`src/rtl/minirisc_bus_arbiter.sv`:
```
// Two-master round-robin arbiter for the MiniRISC data-memory bus, with an
// optional hold limit and a grant-qualified slave-bus mux.
module minirisc_bus_arbiter #(
  parameter int unsigned MAX_HOLD = 0
) (
  input  logic       clk,
  input  logic       rst,
  input  logic       m0_bus_req,
  output logic       m0_bus_grant,
  input  logic [7:0] m0_addr,
  input  logic [7:0] m0_data,
  input  logic       m0_wr,
  input  logic       m0_rd,
  input  logic       m1_bus_req,
  output logic       m1_bus_grant,
  input  logic [7:0] m1_addr,
  input  logic [7:0] m1_data,
  input  logic       m1_wr,
  input  logic       m1_rd,
  output logic [7:0] s_addr,
  output logic       s_wr,
  output logic       s_rd,
  output logic [7:0] s_data,
  output logic       s_busy
);

  typedef enum logic [1:0] {
    IDLE = 2'b00,
    OWN0 = 2'b01,
    OWN1 = 2'b10
  } state_t;

  localparam bit         HOLD_EN   = (MAX_HOLD != 0);
  localparam logic [7:0] HOLD_LAST = (MAX_HOLD == 0) ? 8'd0 : 8'(MAX_HOLD - 1);

  state_t     state, state_nx;
  logic       last, last_nx;
  logic [7:0] hold_cnt, hold_nx;
  logic       g0_q, g1_q;

  always_comb begin
    state_nx = state;
    last_nx  = last;
    hold_nx  = hold_cnt;
    case (state)
      IDLE: begin
        // On a tie the master that was not granted last wins.
        if (m0_bus_req && (!m1_bus_req || last)) state_nx = OWN0;
        else if (m1_bus_req)                     state_nx = OWN1;
      end
      OWN0: begin
        if (m0_bus_req && !(HOLD_EN && m1_bus_req && hold_cnt == HOLD_LAST)) begin
          if (m1_bus_req && hold_cnt != '1) hold_nx = hold_cnt + 8'd1;
        end else if (m1_bus_req) begin
          state_nx = OWN1;
        end else begin
          state_nx = IDLE;
        end
      end
      OWN1: begin
        if (m1_bus_req && !(HOLD_EN && m0_bus_req && hold_cnt == HOLD_LAST)) begin
          if (m0_bus_req && hold_cnt != '1) hold_nx = hold_cnt + 8'd1;
        end else if (m0_bus_req) begin
          state_nx = OWN0;
        end else begin
          state_nx = IDLE;
        end
      end
      default: state_nx = IDLE;
    endcase

    // Entry into an OWN state restarts the tenure; IDLE keeps the counter clear.
    if (state_nx == OWN0 && state != OWN0) begin
      last_nx = 1'b0;
      hold_nx = '0;
    end else if (state_nx == OWN1 && state != OWN1) begin
      last_nx = 1'b1;
      hold_nx = '0;
    end else if (state_nx == IDLE) begin
      hold_nx = '0;
    end
  end

  always_ff @(posedge clk or negedge rst) begin
    if (!rst) begin
      state    <= IDLE;
      last     <= 1'b1;
      hold_cnt <= '0;
      g0_q     <= 1'b0;
      g1_q     <= 1'b0;
    end else begin
      state    <= state_nx;
      last     <= last_nx;
      hold_cnt <= hold_nx;
      g0_q     <= (state_nx == OWN0);
      g1_q     <= (state_nx == OWN1);
    end
  end

  assign m0_bus_grant = g0_q;
  assign m1_bus_grant = g1_q;

  assign s_addr = ({8{g0_q}} & m0_addr) | ({8{g1_q}} & m1_addr);
  assign s_data = ({8{g0_q}} & m0_data) | ({8{g1_q}} & m1_data);
  assign s_wr   = (g0_q & m0_wr) | (g1_q & m1_wr);
  assign s_rd   = (g0_q & m0_rd) | (g1_q & m1_rd);
  assign s_busy = g0_q | g1_q;

endmodule

```
`config.mk`:
```
export PLATFORM = sky130hd
export DESIGN_NAME = minirisc_bus_arbiter
export DESIGN_NICKNAME = d
export VERILOG_FILES = /design/src/rtl/minirisc_bus_arbiter.sv
export SDC_FILE = /design/constraint.sdc
export NUM_CORES = 1
export LEC_CHECK = 0
export ABC_AREA = 1
export CAP_MARGIN = 15
export CORE_MARGIN = 10
export CORE_UTILIZATION = 26
export DETAILED_ROUTE_END_ITERATION = 6
export PLACE_DENSITY = 0.87
export SLEW_MARGIN = 10
export SYNTH_ARGS = -nofsm -noshare
export SYNTH_HDL_FRONTEND = slang
export SYNTH_SLANG_ARGS = --single-unit
export TNS_END_PERCENT = 10
```
`constraint.sdc`:
```
create_clock -name clk -period 1.7 [get_ports clk]
set_input_delay 0.255 -clock clk [delete_from_list [all_inputs] [get_ports clk]]
set_output_delay 0.255 -clock clk [all_outputs]
set_load 0.02 [all_outputs]
```
**Yosys cells after proc, flatten, opt, wreduce, memory -nomap -nowiden**

Index checks and enable logic that the tools add are counted.

- Reductions and logical operators: 7
- Bitwise logic cells: 13
- Eq/ne operators: 6
- Multiplexer cells: 9

Operators with widths:

| cell | count |
|---|---|
| 8-bit bitwise AND | 4 |
| 8-bit bitwise OR | 2 |
| 2-bit two-way mux | 5 |
| 2-bit case mux with 3 select lines | 1 |
| 1-bit bitwise AND | 4 |
| 2-bit by 1-bit == test with 1-bit output, second input constant | 2 |
| 2-bit == test, second input constant | 2 |
| 1-bit logical AND | 3 |
| 1-bit two-way mux | 3 |
| 1-bit bitwise OR | 3 |
| 2-bit logical NOT | 1 |
| 2-bit by 1-bit != test with 1-bit output, second input constant | 1 |
| 2-bit != test, second input constant | 1 |
| 2-bit nonzero test | 1 |
| 1-bit logical NOT | 1 |
| 1-bit logical OR | 1 |

- Register bits: 5
- Logic and storage cells: 39
- Output and inout bits: 21
- Bits of input ports: 40

**Logic depth before layout (Yosys ltp)**

Gate-level depths: netlist (run 1).

- Depth in word-level cells: 9
- Mapped depth: 6
- Depth with buffers taken out: 6

**Worst setup path after synthesis (run 1)**

OpenSTA, ideal clock, no wires.

- Kind: register to output
- Start: reg g0_q (netlist: m0_bus_grant)
- End: out s_addr[3]
- Buffers on the path: 2
- Cell stages (with the launch flop): 4
- Setup slack: 440 ps
- Required time: 1445 ps
- Arrival time: 1005 ps
- Path through: dfrtp_1 > buf_6 > buf_6 > a22o_1

- Cells in the longest elaborated chain, start to end: 2

Ends and longest elaborated chain:

| what | RTL line | source |
|---|---|---|
| start: declaration | 39 | `logic g0_q, g1_q;` |
| start signal: assignment | 95 | `g0_q <= (state_nx == OWN0);` |
| 8-bit bitwise AND | 103 | `assign s_addr = ({8{g0_q}} & m0_addr) \| ({8{g1_q}} & m1_addr);` |
| 8-bit bitwise OR | 103 |  |
| end: declaration | 20 | `output logic [7:0] s_addr,` |

No other way between the ends.

**Final worst setup path (run 1)**

- Start: reg g0_q (netlist: m0_bus_grant)
- End: out m0_bus_grant

RTL lines:

| what | RTL line | source |
|---|---|---|
| end: declaration | 9 | `output logic m0_bus_grant,` |

No word-level cell between the ends.

==> out/qor.yml, run 1 <==
status: "finished clean"
clock_sinks: 5
cts_root_buffer: "clkbuf_4"
ios: 61
r2r_setup_slack_ns: 0.70
p_int_mw: 0.571
p_sw_share_pct: 41.4
synth_edf_count: 0
fillers: 146
synthXorXnorAreaFrac_pct: 0
maxCapViolCount: 0
finalSetupTns_ns: 0
synth_mux_area_share_pct: 0
r2r-end: "m1_bus_grant"
p_leak_nw: 0.534
row_count: 15
skew_ns: 0.00564
drc: 0
ff2ff_path_depth: 4
antenna_cells: 0
synth-adder-area-share_pct: 0
wl_per_cell_microns: 16.3
drv_slew: 0
overflow: 0
syn2layout_area_growth_pct: 138
synth_nets: 95
tritoncts: "yes"
ys_types: 16
drt_iter0_markers: 11
endpoint_kind: "output pin"
ys_seq_area_share_pct: 27.5
die_h_microns: 62.0
synth_cells: 55
drive_gt1_share_pct: 10.9
critPathLaunchType: "register"
worstSetupPathType: "register to output pin"
vias: 659
htree_levels: 1
antenna_left: 0
tightest_slew_ns: 0.238
hold_viol: 0
required_ns: 1.44
hold_path_class: "input port to async pin"
grtUsageTotal_pct: 10.8
slew_headroom_pct: 84.1
finalWeightedCongestion: 0.775
fin_area_sq_um: 1090
grt_pass1_wl_mm: 3.01
hold_buffers: 0
cts-buffers-inserted: 3
vdd_drop_max_v: 0.000614
rsz0062_at_grt: "false"
portBuffers: 60
ys_seq_elements: 5
setup_viol: 0
p_switching_mw: 0.403
syn_area_sq_um: 459
dp_cells: 140
core_area_sq_um: 1710
fin_crit_ns: 1.63
synth_common_cells: "a22o_1 (18), nand2_1 (8), and2_1 (4), dfrtp_1 (4), inv_1 (4)"
cp_data_arrival_time_ns: 1.37
post-synth-top-count-cell: "a22o_1"
dpl_cell_area_sq_um: 1090
grt_start_max_net_pins: 14
clkPwrFrac_pct: 14.1
post-route-period-util_pct: 95.7
yosys_warnings: 0
fin_nets: 160
powerDensity_nw_per_um2: 890
synth_top_family_by_area: "compound AO/OA/AOI/OAI gates"
synth_compound_area_share_pct: 35.4
reg2reg_from: "last"
fp.dieW_microns: 62.0
synth_largest_area_cell: "a22o_1"
viasPerCell: 4.58
firstDrtPassIters: 3
p_comb_share_pct: 66.0
synth_area_leaders: "a22o_1 (34%), dfrtp_1 (22%), buf_6 (7.4%)"
cp_max_fo: 13
instances_no_fill: 144
synthSimpleGateAreaFrac_pct: 23.2
grt_pass1_vias: 584
clock_path_buffers: 2
clk_pin_slew_ns: 0.04
start_util_pct: 26.9
synth_area_per_cell_sq_um: 8.35
async_flop_share_pct: 100
timing.fmax_mhz: 615
drt-total-wl_mm: 2.35
insertion_delay_ns: 0.25
synth_top_area_share_pct: 34.3
seqPwrFrac_pct: 19.8
antenna_found_initial: 0
dp_hpwl_mm: 2.17
ys.flop_type: "dfrtp_1"
dieArea_sq_um: 3850
==> sequential cells by signal, indices dropped and copies added (netlist names) <==
register / cells
last: 1
m0_bus_grant: 1
m1_bus_grant: 1
state: 2
==> cell usage in the layout (no fill, tap or decap) <==
| cell type | synthesis | final |
|---|---|---|
| clkdlybuf4s50_1 | 0 | 41 |
| clkbuf_1 | 0 | 1 |
| buf_12 | 0 | 1 |
| buf_4 | 1 | 3 |
| inv_1 | 4 | 4 |
| dfrtp_1 | 4 | 4 |
| clkbuf_4 | 0 | 3 |
| inv_2 | 2 | 2 |
| nor2_2 | 1 | 1 |
| or2_1 | 1 | 1 |
| nand3_2 | 1 | 1 |
| a21oi_1 | 1 | 1 |
| nor2_1 | 2 | 2 |
| nand2_1 | 8 | 8 |
| nand3_1 | 3 | 3 |
| nand2_2 | 1 | 1 |
| a22o_1 | 18 | 18 |
| and2_1 | 4 | 4 |
| dlygate4sd2_1 | 0 | 19 |
| dfstp_2 | 1 | 1 |
==> worst max-delay path by stage <==
stage            startpoint      endpoint  slack [ns]  cells after the start
2_1_floorplan  m0_bus_grant     s_addr[3]        0.44                      3
3_3_place_gp     m1_data[5]     s_data[5]       -0.01                      3
3_5_place_dp     m0_addr[2]     s_addr[2]       -0.04                      3
4_1_cts        m0_bus_grant  m0_bus_grant        0.06                      2
5_1_grt        m1_bus_grant  m1_bus_grant        0.02                      2
6_report       m0_bus_grant  m0_bus_grant        0.07                      2
==> layer usage <==
metal	global-route usage (%)	wire [microns]
met2	20.8	1160
met3	4.67	378
met4	2.87	17
met1	10.2	798
met5	0	0
==> cell families after synthesis <==
logic type,count (synthesis)
AND/OR/NAND/NOR,21
AO/OA/AOI/OAI,19
buffers and inverters,10
flip-flops,5
==> what timing repair did <==
item	4_1_cts	5_1_grt
buffers inserted	0	0
gates resized for setup	19	0
setup endpoints to repair	19	0
==> metrics by stage <==
stage / utilization, % / power (mW) / hold WS [ns] / setup slack, ns
4_1_cts: 64.1 / 0.982 / 0.233 / 0.0590
5_1_grt: 64.1 / 1.04 / 0.234 / 0.0183
2_1_floorplan: - / 0.565 / -0.0406 / 0.440
6_report: 64.1 / 0.974 / 0.226 / 0.0739
3_3_place_gp: 64.0 / 0.899 / 0.468 / -0.0139
3_5_place_dp: 64.0 / 0.916 / 0.478 / -0.0422
==> power by group through the flow <==
stage | registers [mW] | logic [mW] | clock network [mW]
finish | 0.193 | 0.643 | 0.138
global route | 0.199 | 0.685 | 0.153
CTS | 0.193 | 0.650 | 0.139
detailed placement | 0.194 | 0.722 | 0
global placement | 0.193 | 0.706 | 0
floorplan | 0.198 | 0.367 | 0
==> area by class of cell <==
cell class	count	area [sq um]	share of cell area [%]
Timing Repair Buffer	64	619	56.6
Inverter	6	22.5	2.06
Multi-Input combinational cell	40	269	24.6
Sequential cell	5	126	11.5
Clock buffer	4	26.3	2.40
Tap cell	25	31.3	2.86
==> worst max-delay path, stage by stage, from the launching register on <==
cell and delay [ns]:
dfrtp_1 0.38, buf_12 0.14, clkdlybuf4s50_1 0.60
No activity file was read; power rests on OpenSTA's default activity.
==> run 2: changes to the inputs <==
CORE_UTILIZATION = 22   (was 26)
PLACE_DENSITY = 0.78   (was 0.87)
clock period = 1.31 ns   (was 1.7 ns; I/O delays follow)
==> run 2 against run 1 <==
The flow now finishes with violations (setup timing). Wire length grew 3.3%. Setup slack lost 0.11 ns. Sequential cell count is the same. Largest cell class unchanged. Largest power group unchanged. Highest routed layer unchanged.
==> out/qor.yml, run 2 (synthesis results as in run 1) <==
status: "finished, violations left"
violations: "setup timing"
critPathLaunchType: "register"
overflow: 0
setup_viol: 18
setup.worst_path.start: "m0_bus_grant"
mostFrequentLayoutCells: "clkdlybuf4s50_1 (39), a22o_1 (18), buf_2 (12), nand2_1 (8), buf_6 (7)"
die_h_microns: 65.7
viasPerCell: 4.63
p_leak_nw: 0.512
drt_iter0_markers: 41
maxCapViolCount: 0
fillers: 182
drive_gt1_share_pct: 28.3
grtUsageTotal_pct: 10.8
required_ns: 1.11
row_count: 16
hold_path_class: "input port to async pin"
antenna_left: 0
cp_data_arrival_time_ns: 1.15
start_util_pct: 23.2
dieArea_sq_um: 4310
clock_sinks: 5
vias: 681
cts-buffers-inserted: 3
portBuffers: 60
grt_pass1_wl_mm: 3.69
rsz0062_at_grt: "true"
clk_pin_slew_ns: 0.04
fin_area_sq_um: 1060
tritoncts: "yes"
powerDensity_nw_per_um2: 1210
drc: 0
instances_no_fill: 147
worstSetupPathType: "register to output pin"
drv_slew: 0
postCtsResizedCells: 83
endpoint_kind: "output pin"
r2r_setup_slack_ns: 0.32
wl_per_cell_microns: 16.5
r2r-end: "m1_bus_grant"
timing.fmax_mhz: 744
mostFrequentLayoutCell: "clkdlybuf4s50_1"
finalWorstSetupSlack_ns: -0.0333
vdd_drop_max_v: 0.000669
antenna_found_initial: 0
syn2layout_area_growth_pct: 131
firstDrtPassIters: 4
slew_headroom_pct: 84.8
clock_path_buffers: 2
skew_ns: 0.00292
postCtsSetupBuffers: 0
dp_cells: 143
ff2ff_path_depth: 4
hold_viol: 0
grt_pass1_vias: 680
grt_start_max_net_pins: 17
htree_levels: 1
hold_buffers: 0
largest_register: "state"
post-route-period-util_pct: 103
ios: 61
tightest_slew_ns: 0.228
dpl_cell_area_sq_um: 1090
fin_nets: 161
drt-total-wl_mm: 2.43
power.total_mw: 1.28
cp-endpoint: "s_addr[4]"
core_area_sq_um: 1980
dp_hpwl_mm: 2.10
fin_crit_ns: 1.34
largest_register_ffs: 2
finalWeightedCongestion: 0.788
insertion_delay_ns: 0.24
reg2reg_from: "last"
cts_root_buffer: "clkbuf_4"
fp.dieW_microns: 65.7
antenna_cells: 0
cp_max_fo: 16
## run 2: worst min-delay path by stage
stage	cells after the start	to	from	slack, ns
3_5_place_dp	1	state[1]	rst	0.44
4_1_cts	1	state[1]	rst	0.18
5_1_grt	1	state[1]	rst	0.19
2_1_floorplan	0	m0_bus_grant	rst	-0.1
3_3_place_gp	1	state[1]	rst	0.43
6_report	1	state[1]	rst	0.18
## run 2: final cells by class
class | instances | area [sq um] | share of cell area, %
well taps | 27 | 33.8 | 3.19
inverters | 6 | 22.5 | 2.13
flip-flops and latches | 5 | 126 | 11.9
repair buffers | 65 | 582 | 54.9
multi-input cells | 40 | 269 | 25.4
clock buffers | 4 | 26.3 | 2.48
## run 2: per-stage QoR
stage               setup TNS (ns)  hold WS, ns  setup slack (ns)  utilization [%]
floorplan                        0      -0.0991             0.109                -
global placement             -5.15        0.427            -0.290             55.0
detailed placement           -5.27        0.440            -0.297             55.0
CTS                         -0.778        0.177            -0.129             53.1
global route                 -1.16        0.194           -0.0749             53.5
finish                      -0.381        0.176           -0.0333             53.5
## run 2: layer usage
metal | vias up | routed length [microns] | global-route usage, %
li1 | 329 | - | -
met1 | 296 | 1020 | 12.8
met2 | 52 | 997 | 17.0
met3 | 4 | 387 | 5.59
met4 | 0 | 17 | 2.41
met5 | - | 0 | 0
## run 2: where the power goes
group | internal (mW) | switching [mW] | total, mW
logic | 0.424 | 0.430 | 0.854
clock network | 0.115 | 0.0613 | 0.176
registers | 0.208 | 0.0460 | 0.254
## run 2: critical path, stage by stage, from the launching register on
cell     delay, ns
dfrtp_1       0.38
buf_6         0.16
a22o_1        0.21
buf_2         0.16
==> run 3: changes to the inputs <==
CELL_PAD_IN_SITES_DETAIL_PLACEMENT = 0   (was unset)
CELL_PAD_IN_SITES_GLOBAL_PLACEMENT = 1   (was unset)
CORE_ASPECT_RATIO = 0.5   (was unset)
CORE_UTILIZATION = 13   (was 22)
PLACE_DENSITY = 0.76   (was 0.78)
==> run 3 against run 2 <==
The flow still finishes with violations (setup timing). Sequential power down 2%. Core utilization down 22 points. Critical path depth unchanged. Setup slack better by 0.0079 ns. Die area up 50%. Combinational power down 3.3%. Critical path type unchanged. Critical endpoint is now s_data[6]. Largest cell class unchanged. Highest routed layer is now met3.
==> out/qor.yml, run 3 (synthesis results as in run 1) <==
maxCapViolCount: 0
antenna_cells: 0
fin_crit_ns: 1.34
mostFrequentLayoutCell: "clkdlybuf4s50_1"
drt_iter0_markers: 19
core_area_sq_um: 3420
regArea_sq_um: 126
ios: 61
grt_pass1_vias: 619
tritoncts: "yes"
grtUsageTotal_pct: 5.89
worstSetupPathType: "register to output pin"
p_leak_nw: 0.507
grt_start_max_net_pins: 21
power.total_mw: 1.36
insertion_delay_ns: 0.22
syn2layout_area_growth_pct: 137
required_ns: 1.11
cts-buffers-inserted: 3
violations: "setup timing"
dieArea_sq_um: 6450
vdd_drop_max_v: 0.000735
finalWeightedCongestion: 0.699
multiInputGateArea_sq_um: 269
drv_slew: 0
wl_per_cell_microns: 12.9
hold_path_class: "input port to async pin"
finalWorstSetupSlack_ns: -0.0254
fillers: 367
dp_hpwl_mm: 1.82
clk_pin_slew_ns: 0.03
dpl_cell_area_sq_um: 1120
clock_path_buffers: 2
post-route-period-util_pct: 102
antenna_left: 0
grt_pass1_wl_mm: 3.05
htree_levels: 1
drive_gt1_share_pct: 25.6
row_count: 15
largest_register: "state"
r2r-end: "state[1]"
antenna_found_initial: 0
postCtsSetupBuffers: 0
setup_viol: 17
drt-total-wl_mm: 2.17
cts_root_buffer: "clkbuf_8"
slew_headroom_pct: 84.6
drc: 0
fp.dieW_microns: 104
skew_ns: 0.000811
timing.fmax_mhz: 749
tightest_slew_ns: 0.230
rsz0062_at_grt: "true"
hold_buffers: 0
cp_data_arrival_time_ns: 1.14
start_util_pct: 13.4
finalSetupTns_ns: -0.151
critPathLaunchType: "register"
hold_viol: 0
endpoint_kind: "output pin"
firstDrtPassIters: 4
viasPerCell: 3.80
overflow: 0
portBuffers: 60
die_h_microns: 62.0
fin_nets: 158
ff2ff_path_depth: 4
fin_area_sq_um: 1090
clock_sinks: 5
cp_max_fo: 20
mostFrequentLayoutCells: "clkdlybuf4s50_1 (39), a22o_1 (18), buf_2 (16), nand2_1 (8)"
powerDensity_nw_per_um2: 1250
r2r_setup_slack_ns: 0.33
reg2reg_from: "last"
largest_register_ffs: 2
status: "finished, violations left"
vias: 638
-- run 3: cell type report --
type	count	area share (%)
Clock buffer	4	4.13
Inverter	6	2.07
Multi-Input combinational cell	40	24.7
Sequential cell	5	11.6
Tap cell	51	5.86
Timing Repair Buffer	62	51.7
-- run 3: critical path, cell delays in order, from the launching register on --
cell	delay, ns
dfrtp_1	0.38
buf_12	0.16
a22o_1	0.22
buf_2	0.16
-- run 3: power by group --
| part | total (mW) | leakage (nW) | internal (mW) | switching, mW |
|---|---|---|---|---|
| Sequential | 0.249 | 0.0611 | 0.209 | 0.0408 |
| Clock | 0.281 | 0.0228 | 0.209 | 0.0726 |
| Combinational | 0.826 | 0.423 | 0.402 | 0.424 |
-- run 3: repair_timing --
action	4_1_cts	5_1_grt
pin swaps	0	0
cloned	0	0
endpoints found under the hold margin	0	0
gates resized for setup	78	7
endpoints found under the setup margin	21	21
-- run 3: worst max path at each step --
stage	slack [ns]	startpoint	endpoint
CTS	-0.04	m0_bus_grant	s_data[6]
global route	-0.07	m0_bus_grant	s_data[6]
detailed placement	-0.31	m0_addr[7]	s_addr[7]
global placement	-0.28	m0_addr[0]	s_addr[0]
finish	-0.03	m0_bus_grant	s_data[6]
floorplan	0.11	m0_bus_grant	s_addr[3]
-- run 3: layer usage --
metal / vias to the layer above / part of all wire (%) / track usage (%)
met2: 25 / 53 / 10.7
met5: - / 0 / 0
met4: 0 / 0 / 1.18
met1: 291 / 43 / 6.74
met3: 0 / 3.5 / 2.16
li1: 322 / - / -
-- run 3: through the flow --
step | std cells | worst slack, ns | util (%) | hold slack (ns)
floorplan | 55 | 0.109 | - | -0.0991
global placement | 164 | -0.285 | 32.9 | 0.433
detailed placement | 164 | -0.306 | 32.9 | 0.441
CTS | 168 | -0.0359 | 31.3 | 0.208
global route | 168 | -0.0665 | 31.9 | 0.216
finish | 168 | -0.0254 | 31.9 | 0.202
==> variant (config.mk and constraints of run 3) <==
`MAX_HOLD`: 0 -> 1.
--- a/src/rtl/minirisc_bus_arbiter.sv
+++ b/src/rtl/minirisc_bus_arbiter.sv
@@ -1,7 +1,7 @@
 // Two-master round-robin arbiter for the MiniRISC data-memory bus, with an
 // optional hold limit and a grant-qualified slave-bus mux.
 module minirisc_bus_arbiter #(
-  parameter int unsigned MAX_HOLD = 0
+  parameter int unsigned MAX_HOLD = 1
 ) (
   input  logic       clk,
   input  logic       rst,
Function: changed (a bounded check fails within 4 cycles, from zero or initial values and one cycle with rst low).
==> variant against run 3 <==
  * Via count rose by 110%
  * Power rose to 2.6 times the old value
  * Critical endpoint is now hold_cnt[0]$_DFFE_PN0P_
  * Final cell count is 110% higher
  * Wire length grew 99%
  * Sequential cell count up 8
  * Area after synthesis rose by 140%
  * The run still ends with setup timing left
  * Setup slack got worse by 0.25 ns
  * First-iteration DRC count up 74%
  * Count of clock-buffer cells in the layout unchanged
  * Highest routed layer is now met4
  * Global-route usage is 0.64 points higher
  * Combinational power grew to 2.8 times the old value
  * Final area grew 100%
  * Non-clock buffer count is 25 higher
  * Critical path type is now reg -> reg
  * Maximum frequency shrank 16%
==> variant: results (changes against run 3) <==
----------------------------------------------------
[Global route]
  Global-route wire length before repair ... 7050 um (+130%)
  GRT Overall Usage ... 0.0653 (+0.00636)
  GR met2 Demand/Resource ... 0.130 (+0.0233)

[Timing]
  Worst-case setup margin in the final layout ... -0.276 ns (-0.250 ns)
  Slew at the pin closest to its max-slew limit ... 0.376 ns (+0.146 ns)
  Finish-stage setup viols ... 31 (+14)
  Post-Route Setup TNS ... -3.83 ns (-3.68 ns)

[Worst setup path]
  End point of the critical path ... hold_cnt[0]$_DFFE_PN0P_
  Critical path arrival ... 1.72 ns (+0.58 ns)
  Largest driver fanout on the critical path ... 5 (-75%)

[Power and ir drop]
  Total leakage power ... 1.06 nW (+110%)
  Clk pwr share ... 0.172 (-0.035)
  Maximum resistive drop on vdd ... 0.000457 V (-38%)
  Pwr Total ... 3.47 mW (+160%)
  Sequential group share of total power ... 0.155 (-0.029)

[Status]
  Violated checks ... setup timing
  Run status ... finished with violations

[Synth]
  Compound-cell area share of the yosys netlist ... 0.210 (-0.144)
  Average cell area after synthesis ... 7.63 um2 (-8.7%)
  XOR/XNOR share of the synthesized area ... 0.0234 (+0.0234)
  Nets in the synthesized netlist ... 189 (+99%)
  Main area contributors after synthesis ... sky130_fd_sc_hd__dfrtp_1 27%, sky130_fd_sc_hd__a22o_1 14%, sky130_fd_sc_hd__nand2_1 9.4%
  Number of different library cells in the post-synthesis netlist ... 28 (+12)
  Portion of the post-synthesis area used by sequential elements ... 0.291 (+0.0161)

[Drt]
  DR iter-0 viols ... 33 (+14)
  Number of vias after detailed routing ... 1344 (+110%)

[Final layout]
  Share of layout cells above drive strength 1 ... 0.423 (+0.167)
  Final cell count without fillers ... 346 (+110%)
  Area taken by flip-flops and latches ... 327 um2 (+160%)
  Total Nets Final ... 277 (+75%)

[Clock tree]
  Latest clock arrival within the worst-skew pair ... 0.25 ns (+0.03 ns)
  Library cell used as clock root buffer ... sky130_fd_sc_hd__clkbuf_16

[Placed design]
  Cell count after placement ... 338 (+110%)
  Post-placement worst setup slack ... -0.360 ns (-0.0542 ns)
  Placed instance area ... 0.00204 mm2 (+82%)

[Floorplanning]
  Area of the die ... 0.0130 mm2 (+100%)

----------------------------------------------------
variant: changes by cell type in the layout (fill, tap and decap cells not counted), moves of 5 or more:
| cell | delta |
|---|---|
| sky130_fd_sc_hd__buf_4 | +23 |
| sky130_fd_sc_hd__nand2_1 | +16 |
| sky130_fd_sc_hd__buf_6 | +8 |
| sky130_fd_sc_hd__dfrtp_1 | +8 |
| sky130_fd_sc_hd__nand2_2 | +8 |
| sky130_fd_sc_hd__inv_1 | +7 |
| sky130_fd_sc_hd__inv_2 | +7 |
| sky130_fd_sc_hd__nand2_4 | +7 |
| sky130_fd_sc_hd__buf_2 | -6 |
| sky130_fd_sc_hd__nand4_1 | +6 |
| sky130_fd_sc_hd__nor2_1 | +6 |
| sky130_fd_sc_hd__a21oi_2 | +5 |
| sky130_fd_sc_hd__nand3_1 | +5 |
variant: per-layer routing:
layer,up-vias,share of wire
met5,-,0
met1,615,0.38
li1,673,-
met4,0,0.023
met2,47,0.54
met3,9,0.051
